File: src/rtl/uidbufirq_mc.sv
// ---------------------------------------------------------------------------
// uidbufirq_mc
//   Multi-channel interrupt/status controller for the frame-buffer DMA path.
//   Each FDMA channel reports a one-cycle frame-done pulse together with the
//   index of the buffer it just finished. This block latches those events
//   into sticky W1C status bits, keeps per-channel frame and missed-IRQ
//   counters, and drives one aggregated, registered level interrupt. The CPU
//   reaches everything through an AXI4-Lite slave.
//
// Register map (byte address, addr[1:0] ignored):
//   0x00 STATUS   [CH-1:0] sticky, write 1 to clear
//   0x04 ENABLE   [CH-1:0] per-channel interrupt mask
//   0x08 CTRL     bit0 global enable, bit1 write-1 clears all counters (reads 0)
//   0x0C ID       {VERSION[31:8], 4'd0, CHANNELS[3:0]}
//   0x10+4*n CHn  {frame[15:0], missed[7:0], last_buf[7:0]}; any write clears missed
//   Anything else reads 0 and ignores writes. RESP is always OKAY.
//
// Ports:
//   S_AXI_ACLK      single clock for the bus and all channel inputs
//   S_AXI_ARESETN   asynchronous active-low reset
//   S_AXI_AW*/W*/B* AXI4-Lite write address/data/response channels
//   S_AXI_AR*/R*    AXI4-Lite read address/data channels
//   ch_irq_i        per-channel frame-done pulse (one cycle per event)
//   ch_buf_i        per-channel buffer index, 8 bits each, sampled with ch_irq_i
//   irq_o           registered level interrupt
// ---------------------------------------------------------------------------
module uidbufirq_mc #(
  parameter int          CHANNELS   = 4,
  parameter int          ADDR_WIDTH = 6,
  parameter logic [31:0] VERSION    = 32'h0301_0000
) (
  input  logic                    S_AXI_ACLK,
  input  logic                    S_AXI_ARESETN,
  // write address
  input  logic [ADDR_WIDTH-1:0]   S_AXI_AWADDR,
  input  logic [2:0]              S_AXI_AWPROT,
  input  logic                    S_AXI_AWVALID,
  output logic                    S_AXI_AWREADY,
  // write data
  input  logic [31:0]             S_AXI_WDATA,
  input  logic [3:0]              S_AXI_WSTRB,
  input  logic                    S_AXI_WVALID,
  output logic                    S_AXI_WREADY,
  // write response
  output logic [1:0]              S_AXI_BRESP,
  output logic                    S_AXI_BVALID,
  input  logic                    S_AXI_BREADY,
  // read address
  input  logic [ADDR_WIDTH-1:0]   S_AXI_ARADDR,
  input  logic [2:0]              S_AXI_ARPROT,
  input  logic                    S_AXI_ARVALID,
  output logic                    S_AXI_ARREADY,
  // read data
  output logic [31:0]             S_AXI_RDATA,
  output logic [1:0]              S_AXI_RRESP,
  output logic                    S_AXI_RVALID,
  input  logic                    S_AXI_RREADY,
  // channel inputs
  input  logic [CHANNELS-1:0]     ch_irq_i,
  input  logic [8*CHANNELS-1:0]   ch_buf_i,
  // interrupt
  output logic                    irq_o
);

  // -------------------------------------------------------------------------
  // Handshake rules (valid/ready):
  //   A transfer happens on the rising edge where both VALID and READY are
  //   high. VALID, once raised, stays high with stable payload until that
  //   edge. READY here is a registered one-cycle pulse: AWREADY/WREADY are
  //   raised together only when AWVALID and WVALID are both present and no
  //   write response is outstanding; ARREADY only when ARVALID is present and
  //   no read data is outstanding. The register file commits a write on the
  //   handshake edge, and BVALID/RVALID rise on that same edge (visible the
  //   cycle after the READY pulse), holding until BREADY/RREADY.
  // -------------------------------------------------------------------------

  localparam int WORD_W = ADDR_WIDTH - 2;

  localparam logic [WORD_W-1:0] W_STATUS = WORD_W'(0);
  localparam logic [WORD_W-1:0] W_ENABLE = WORD_W'(1);
  localparam logic [WORD_W-1:0] W_CTRL   = WORD_W'(2);
  localparam logic [WORD_W-1:0] W_ID     = WORD_W'(3);

  // bus state
  logic                  aw_ready_q;
  logic                  ar_ready_q;
  logic                  b_valid_q;
  logic                  r_valid_q;
  logic [31:0]           r_data_q;

  // register file
  logic [CHANNELS-1:0]   status_q;
  logic [CHANNELS-1:0]   status_d;
  logic [CHANNELS-1:0]   enable_q;
  logic                  ctrl_en_q;
  logic                  irq_q;
  logic [7:0]            buf_q    [CHANNELS];
  logic [7:0]            buf_d    [CHANNELS];
  logic [7:0]            missed_q [CHANNELS];
  logic [7:0]            missed_d [CHANNELS];
  logic [15:0]           frame_q  [CHANNELS];
  logic [15:0]           frame_d  [CHANNELS];

  // decode
  logic                  wr_en;
  logic                  rd_en;
  logic                  wr_byte0;
  logic                  clr_cnt;
  logic [WORD_W-1:0]     wr_word;
  logic [WORD_W-1:0]     rd_word;
  logic [CHANNELS-1:0]   w1c;
  logic [CHANNELS-1:0]   ch_wr;
  logic [31:0]           rd_mux;

  // PROT, the byte offset and the upper strobes carry no meaning here; every
  // register field lives in byte 0 or is read-only.
  logic                  unused_ok;
  assign unused_ok = ^{S_AXI_AWPROT, S_AXI_ARPROT, S_AXI_AWADDR[1:0],
                       S_AXI_ARADDR[1:0], S_AXI_WDATA, S_AXI_WSTRB[3:1]};

  assign wr_word = S_AXI_AWADDR[ADDR_WIDTH-1:2];
  assign rd_word = S_AXI_ARADDR[ADDR_WIDTH-1:2];

  // READY is only ever high while both valids were present, but gating with
  // the valids keeps a misbehaving master from committing a phantom write.
  assign wr_en    = aw_ready_q & S_AXI_AWVALID & S_AXI_WVALID;
  assign rd_en    = ar_ready_q & S_AXI_ARVALID;
  assign wr_byte0 = wr_en & S_AXI_WSTRB[0];

  // -------------------------------------------------------------------------
  // Write decode
  // -------------------------------------------------------------------------
  always_comb begin
    clr_cnt = wr_byte0 && (wr_word == W_CTRL) && S_AXI_WDATA[1];
    w1c     = '0;
    ch_wr   = '0;
    for (int n = 0; n < CHANNELS; n++) begin
      w1c[n]   = wr_byte0 && (wr_word == W_STATUS) && S_AXI_WDATA[n];
      // Any write to a channel word clears its missed count, whatever WSTRB.
      ch_wr[n] = wr_en && (wr_word == WORD_W'(4 + n));
    end
  end

  // -------------------------------------------------------------------------
  // Per-channel event logic
  //   Order of precedence inside one cycle:
  //     1. counter clears (CTRL bit1 for all, CHn write for missed only)
  //     2. the channel event counts on top of the cleared value
  //     3. a new event beats a W1C on the same status bit, and in that case
  //        the event is not treated as missed because software was in the
  //        act of acknowledging the previous one.
  // -------------------------------------------------------------------------
  always_comb begin
    status_d = status_q;
    for (int n = 0; n < CHANNELS; n++) begin
      buf_d[n]    = buf_q[n];
      frame_d[n]  = clr_cnt ? 16'd0 : frame_q[n];
      missed_d[n] = (clr_cnt || ch_wr[n]) ? 8'd0 : missed_q[n];
      if (ch_irq_i[n]) begin
        status_d[n] = 1'b1;
        buf_d[n]    = ch_buf_i[8*n +: 8];
        frame_d[n]  = frame_d[n] + 16'd1;   // wraps at 0xFFFF
        if (status_q[n] && !w1c[n] && (missed_d[n] != 8'hFF)) begin
          missed_d[n] = missed_d[n] + 8'd1;
        end
      end else if (w1c[n]) begin
        status_d[n] = 1'b0;
      end
    end
  end

  // -------------------------------------------------------------------------
  // Read mux
  // -------------------------------------------------------------------------
  always_comb begin
    rd_mux = '0;
    case (rd_word)
      W_STATUS: rd_mux[CHANNELS-1:0] = status_q;
      W_ENABLE: rd_mux[CHANNELS-1:0] = enable_q;
      W_CTRL:   rd_mux[0]            = ctrl_en_q;
      W_ID:     rd_mux = {VERSION[31:8], 4'd0, 4'(CHANNELS)};
      default: begin
        for (int n = 0; n < CHANNELS; n++) begin
          if (rd_word == WORD_W'(4 + n)) begin
            rd_mux = {frame_q[n], missed_q[n], buf_q[n]};
          end
        end
      end
    endcase
  end

  // -------------------------------------------------------------------------
  // AXI-Lite handshake registers
  // -------------------------------------------------------------------------
  always_ff @(posedge S_AXI_ACLK or negedge S_AXI_ARESETN) begin
    if (!S_AXI_ARESETN) begin
      aw_ready_q <= 1'b0;
      ar_ready_q <= 1'b0;
      b_valid_q  <= 1'b0;
      r_valid_q  <= 1'b0;
      r_data_q   <= '0;
    end else begin
      // Single-cycle pulse: the !aw_ready_q term drops it after the handshake.
      aw_ready_q <= !aw_ready_q && S_AXI_AWVALID && S_AXI_WVALID && !b_valid_q;
      ar_ready_q <= !ar_ready_q && S_AXI_ARVALID && !r_valid_q;

      if (wr_en) begin
        b_valid_q <= 1'b1;
      end else if (S_AXI_BREADY) begin
        b_valid_q <= 1'b0;
      end

      if (rd_en) begin
        r_valid_q <= 1'b1;
        r_data_q  <= rd_mux;
      end else if (S_AXI_RREADY) begin
        r_valid_q <= 1'b0;
      end
    end
  end

  // -------------------------------------------------------------------------
  // Register file and interrupt
  // -------------------------------------------------------------------------
  always_ff @(posedge S_AXI_ACLK or negedge S_AXI_ARESETN) begin
    if (!S_AXI_ARESETN) begin
      status_q  <= '0;
      enable_q  <= '0;
      ctrl_en_q <= 1'b0;
      irq_q     <= 1'b0;
      for (int n = 0; n < CHANNELS; n++) begin
        buf_q[n]    <= '0;
        missed_q[n] <= '0;
        frame_q[n]  <= '0;
      end
    end else begin
      status_q <= status_d;
      for (int n = 0; n < CHANNELS; n++) begin
        buf_q[n]    <= buf_d[n];
        missed_q[n] <= missed_d[n];
        frame_q[n]  <= frame_d[n];
      end
      if (wr_byte0 && (wr_word == W_ENABLE)) begin
        enable_q <= S_AXI_WDATA[CHANNELS-1:0];
      end
      if (wr_byte0 && (wr_word == W_CTRL)) begin
        ctrl_en_q <= S_AXI_WDATA[0];
      end
      // Built from the registered status, so a new event shows on irq_o two
      // cycles after its pulse and a W1C drops it one cycle after the write.
      irq_q <= ctrl_en_q & (|(status_q & enable_q));
    end
  end

  assign S_AXI_AWREADY = aw_ready_q;
  assign S_AXI_WREADY  = aw_ready_q;
  assign S_AXI_BVALID  = b_valid_q;
  assign S_AXI_BRESP   = 2'b00;
  assign S_AXI_ARREADY = ar_ready_q;
  assign S_AXI_RVALID  = r_valid_q;
  assign S_AXI_RDATA   = r_data_q;
  assign S_AXI_RRESP   = 2'b00;
  assign irq_o         = irq_q;

endmodule

File: config.mk
export PLATFORM = sky130hd
export DESIGN_NAME = uidbufirq_mc
export DESIGN_NICKNAME = d
export VERILOG_FILES = /design/src/rtl/uidbufirq_mc.sv
export SDC_FILE = /design/constraint.sdc
export NUM_CORES = 1
export LEC_CHECK = 0
export CAP_MARGIN = 30
export CORE_MARGIN = 10
export CORE_UTILIZATION = 54
export DETAILED_ROUTE_END_ITERATION = 10
export PLACE_DENSITY = 0.8
export SYNTH_ARGS = -nofsm -noshare
export SYNTH_HDL_FRONTEND = slang
export SYNTH_SLANG_ARGS = --single-unit
File: constraint.sdc
create_clock -name S_AXI_ACLK -period 2.6 [get_ports S_AXI_ACLK]
set_clock_uncertainty 0.05 [all_clocks]
set_input_delay 0.52 -clock S_AXI_ACLK [delete_from_list [all_inputs] [get_ports S_AXI_ACLK]]
set_output_delay 0.52 -clock S_AXI_ACLK [all_outputs]
set_load 0.01 [all_outputs]
== Yosys cells after proc, flatten, opt, wreduce, memory -nomap -nowiden ==
Cells that the tools add are included.

* Memories kept: 0
* Bits in latches: 0
* Logic and storage cells: 141
* Bits of input ports: 97
* ROM bits: 0
* RAM bits: 0
* Output and inout bits: 42
* Register bits after elaboration: 174

* Bitwise logic cells: 6
* $add $sub $neg: 8
* Divide/modulo/power cells: 0
* Magnitude comparators: 0
* Reductions and logical operators: 47
* Mux-type cells: 39
* Shifts and indexed selects: 0
* Equal/unequal tests: 17
* $mul: 0

{| class="wikitable"
|+ Operators with widths
! operator !! count
|-
| 2-to-1 mux 16 bit || 8
|-
| 2-to-1 mux 32 bit || 4
|-
| 2-to-1 mux 8 bit || 12
|-
| adder 16 x 1 -> 16 bit, second input constant || 4
|-
| one-hot mux 28 bit (2 select lines) || 1
|-
| adder 8 x 1 -> 8 bit, second input constant || 4
|-
| == test 4 x 3 -> 1 bit, second input constant || 8
|-
| inequality test 8 bit, second input constant || 4
|-
| logical AND 1 bit || 25
|-
| == test 4 x 2 -> 1 bit, second input constant || 3
|-
| 2-to-1 mux 1 bit || 12
|-
| one-hot mux 3 bit (4 select lines) || 1
|-
| nonzero test 2 bit || 6
|-
| == test 4 x 1 -> 1 bit, second input constant || 2
|-
| logical NOT 1 bit || 8
|-
| logical NOT 4 bit || 2
|-
| AND 1 bit || 5
|-
| AND 4 bit || 1
|-
| logical OR 1 bit || 4
|-
| one-hot mux 1 bit (4 select lines) || 1
|-
| OR reduction 4 bit || 1
|-
| OR reduction 3 bit || 1
|}

== Longest topological paths before layout ==
* Depth in word-level cells: 11
* Mapped depth: 10
* Gate-level depth less buffers: 8

== Least setup slack after synthesis ==
Ideal clock, no wire load.

* Path type: in2reg
* Start: input S_AXI_AWVALID
* End: register frame_q[46] (netlist bit)
* Slack: 0.199 ns
* Stages on the path: 10
* Buffers on the path: 2
* Required time: 2.418 ns
* Library setup time: 0.132 ns
* Data arrival time: 2.219 ns
* Cells stage by stage: and4b_4 -> buf_6 -> nand3_1 -> buf_2 -> and2_1 -> ha_1 -> nand4_1 -> nor4_1 -> xnor2_1 -> nor2_1

{| class="wikitable"
|+ RTL lines
! what !! line !! RTL
|-
| from (decl) || 37 || <nowiki>input logic S_AXI_AWVALID,</nowiki>
|-
| to (signal, indexed assignment) || 241 || <nowiki>frame_q[n] <= frame_d[n];</nowiki>
|-
| to (decl) || 101 || <nowiki>logic [15:0] frame_q [CHANNELS];</nowiki>
|}

==> results.ini <==
[final_layout]
syn2layout_area_growth_pct=24.43
layout_commonest_cell=dfrtp_1
fillCellCount=1168
drive_gt1_share_pct=18.28
regArea_sq_um=4354
diodes=0
nets=1029
final_cell_mix=dfrtp_1, clkdlybuf4s50_1, nand2_1
multi_input_area_sq_um=4203

[worst_setup_path]
critical_path_required_ps=2860
cp_cell_sequence=clkdlybuf4s50_1 > and4b_4 > nand3_1 > buf_4 > buf_4 > and2_1 > ha_1 > nand4_1 > nor3_1 > xnor2_1 > nor2_1
end_kind=flop
path_common_cell=buf_4
critPathTopFamily=simple AND/OR/NAND/NOR gates
crit_type=input pin to flop
cp_data_arrival_time_ps=2790
slowest_delay_ps=470
path_buf_inv=3
critPathMaxFanout=7
crit_slowest_cell=clkdlybuf4s50_1
crit_path_start_kind=input pin

[clock_network]
numCtsBuffers=17
cts_buffer_depth=2
clk_pin_slew_ps=70
post_cts_hold_buffer_count=0
cts.htree.levels=4
cts_tree=yes
clk_latency_ps=430
root_buffer=clkbuf_16
cts_num_sinks=174

[power_and_ir_drop]
ir_drop_v=0.0004911
power_w=0.008464
power_density_nw_per_um2=769.9
static-leakage-power_nw=4.587

[floorplan]
dieArea_sq_um=21880
fp.coreArea_sq_um=15940
dieHeight_um=147.9
rows=46
die_w_um=147.9
start_util_pct=55.42
ioPinCount=139

[sta]
rsz0062_at_grt=yes
finalCritPeriodShare_pct=97.53
max-slew-margin-rel_pct=47.39
finalHoldViolCount=0
fin_crit_ps=2536
holdWs_ps=16.93
slew_violations=0
worst_pin_slew_ps=789.2
finalSetupViolCount=0
max_freq_mhz=394.3

[placement]
place_congestion=0.9183
hpwlAfterDp_um=16940
portBuffers=93

[synth]
synthArstFlopShare_pct=100.0
yosysSeqAreaShare_pct=49.28
avgSynthCellArea_sq_um=11.06
synth_edf_count=0
yosys_register_bits=174
yosys.cell_types.count=66
synth_ff_type=dfrtp_1
synthCells=799
yosysWarnings=0
syn_area_sq_um=8836

[grt]
grt_pass1_vias=7286
grt_pass1_wl_um=38340
grt_use_total_pct=21.67
antenna_found_initial=0
grt.overflow.total=0
grt_max_degree=62

[route]
drt-initial-drc-count=543
dr.pass1.iters=7
antenna_left=0
wirelength_um=23000
drc_errors=0
vias_per_cell=6.195
post_drt_wl_per_cell_um=19.88
vias=7168

[outcome]
status=completed

[worst_hold_path]
hp-class=input pin to asynchronous set/reset pin

[flow_run]
max-cap-violations=0

==> state kept, by name, indices dropped and copies added (netlist names), 4 cells and up <==
| name | cells |
|---|---|
| frame_q | 64 |
| enable_q | 4 |
| buf_q | 32 |
| missed_q | 32 |
| S_AXI_RDATA | 32 |
| status_q | 4 |
==> report_power, final <==
part | internal, W | switching (W)
Sequential | 0.00320 | 0.000609
Combinational | 0.000949 | 0.000820
Clock | 0.00180 | 0.00109
==> path summary, 6_finish.rpt <==
path                                               from                      end  slack, ps  cells past startpoint
worst max-delay path                    S_AXI_AWADDR[5]    frame_q[12]$_DFF_PN0_         60                     11
worst min-delay path                      S_AXI_ARESETN    buf_q[24]$_DFFE_PN0P_         20                      1
worst max register to register  S_AXI_AWREADY$_DFF_PN0_    frame_q[12]$_DFF_PN0_        240                     10
worst min register to register  S_AXI_ARREADY$_DFF_PN0_  S_AXI_ARREADY$_DFF_PN0_        410                      1
max in group asynchronous                 S_AXI_ARESETN     buf_q[4]$_DFFE_PN0P_       1760                      2
min in group S_AXI_ACLK         S_AXI_ARREADY$_DFF_PN0_  S_AXI_ARREADY$_DFF_PN0_        410                      1
==> metrics by stage <==
stage | util [%] | setup TNS, ps | setup slack (ps) | area [sq um] | cells
final | 68.96 | 0 | 64.13 | 10990 | 1157
after global routing | 68.96 | -62.43 | -32.94 | 10990 | 1157
after CTS | 68.96 | 0 | 143.0 | 10990 | 1157
after detailed placement | 64.77 | -4893 | -285.2 | 10330 | 1125
after global placement | 64.77 | -4067 | -233.7 | 10330 | 1125
after floorplan | - | 0 | 199.2 | 8847 | 802
==> kinds of logic after synthesis <==
group / after synthesis / synth area share, %
other: 1 / 0.04244
DFF: 174 / 49.28
adders and majority gates: 4 / 0.5664
AOI/OAI and AO/OA: 149 / 11.57
and+or+nand+nor: 287 / 17.81
xor gates and xnor gates: 49 / 4.857
buffers and inverters: 62 / 3.356
muxes: 73 / 12.52
==> metal layers <==
layer / track usage, % / up-vias / wire (um)
met5: 0 / - / 0
met4: 7.384 / 0 / 531
met3: 5.922 / 47 / 2062
met2: 34.15 / 326 / 10730
met1: 28.29 / 3548 / 9676
li1: - / 3247 / -
==> what timing repair did <==
item | 4_1_cts | 5_1_grt
resized for setup | 0 | 0
endpoints found under the hold margin | 0 | 0
setup buffers | 0 | 0
endpoints found under the setup margin | 0 | 2
==> worst register-to-register path: stages, from the launching register on <==
cell     delay, ps
dfrtp_1        390
and4b_4        210
nand3_1        110
buf_4          170
buf_4          150
and2_1         150
ha_1           190
nand4_1        250
nor3_1         340
xnor2_1        170
nor2_1          70
==> synth_stat cells (4+ instances only) <==
master / count / area share, %
dfrtp_1: 174 / 49
nand2_1: 62 / 2.6
nor2_1: 57 / 2.4
a21oi_1: 40 / 2.3
mux2_2: 40 / 5.1
nand4_1: 31 / 2.2
mux4_2: 26 / 6.6
xor2_1: 25 / 2.5
o21ai_0: 24 / 1.4
xnor2_1: 24 / 2.4
nand3_1: 22 / 1.2
a22o_1: 19 / 1.9
nor3_1: 19 / 1.1
o31ai_1: 19 / 1.6
buf_2: 18 / 1.0
clkbuf_1: 18 / 0.76
inv_1: 15 / 0.64
or3_1: 14 / 0.99
or4_1: 14 / 1.2
nor4_1: 12 / 0.85
and4_1: 10 / 0.99
nor2b_1: 10 / 0.71
a211oi_1: 8 / 0.68
and2_1: 8 / 0.57
buf_4: 7 / 0.59
mux2i_1: 7 / 0.79
and3_1: 6 / 0.42
o221ai_1: 6 / 0.59
a21o_1: 4 / 0.34
a31oi_1: 4 / 0.28
ha_1: 4 / 0.57
nand2b_1: 4 / 0.28
==> area by class of cell <==
cell class | instances | share of cell area (%)
multi-input cells | 566 | 38.23
repair buffers | 154 | 13.12
flip-flops and latches | 174 | 39.60
inverters | 15 | 0.5121
well taps | 216 | 2.458
clock inverters | 15 | 2.208
clock buffers | 17 | 3.869
(Power assumes the default switching activity.)
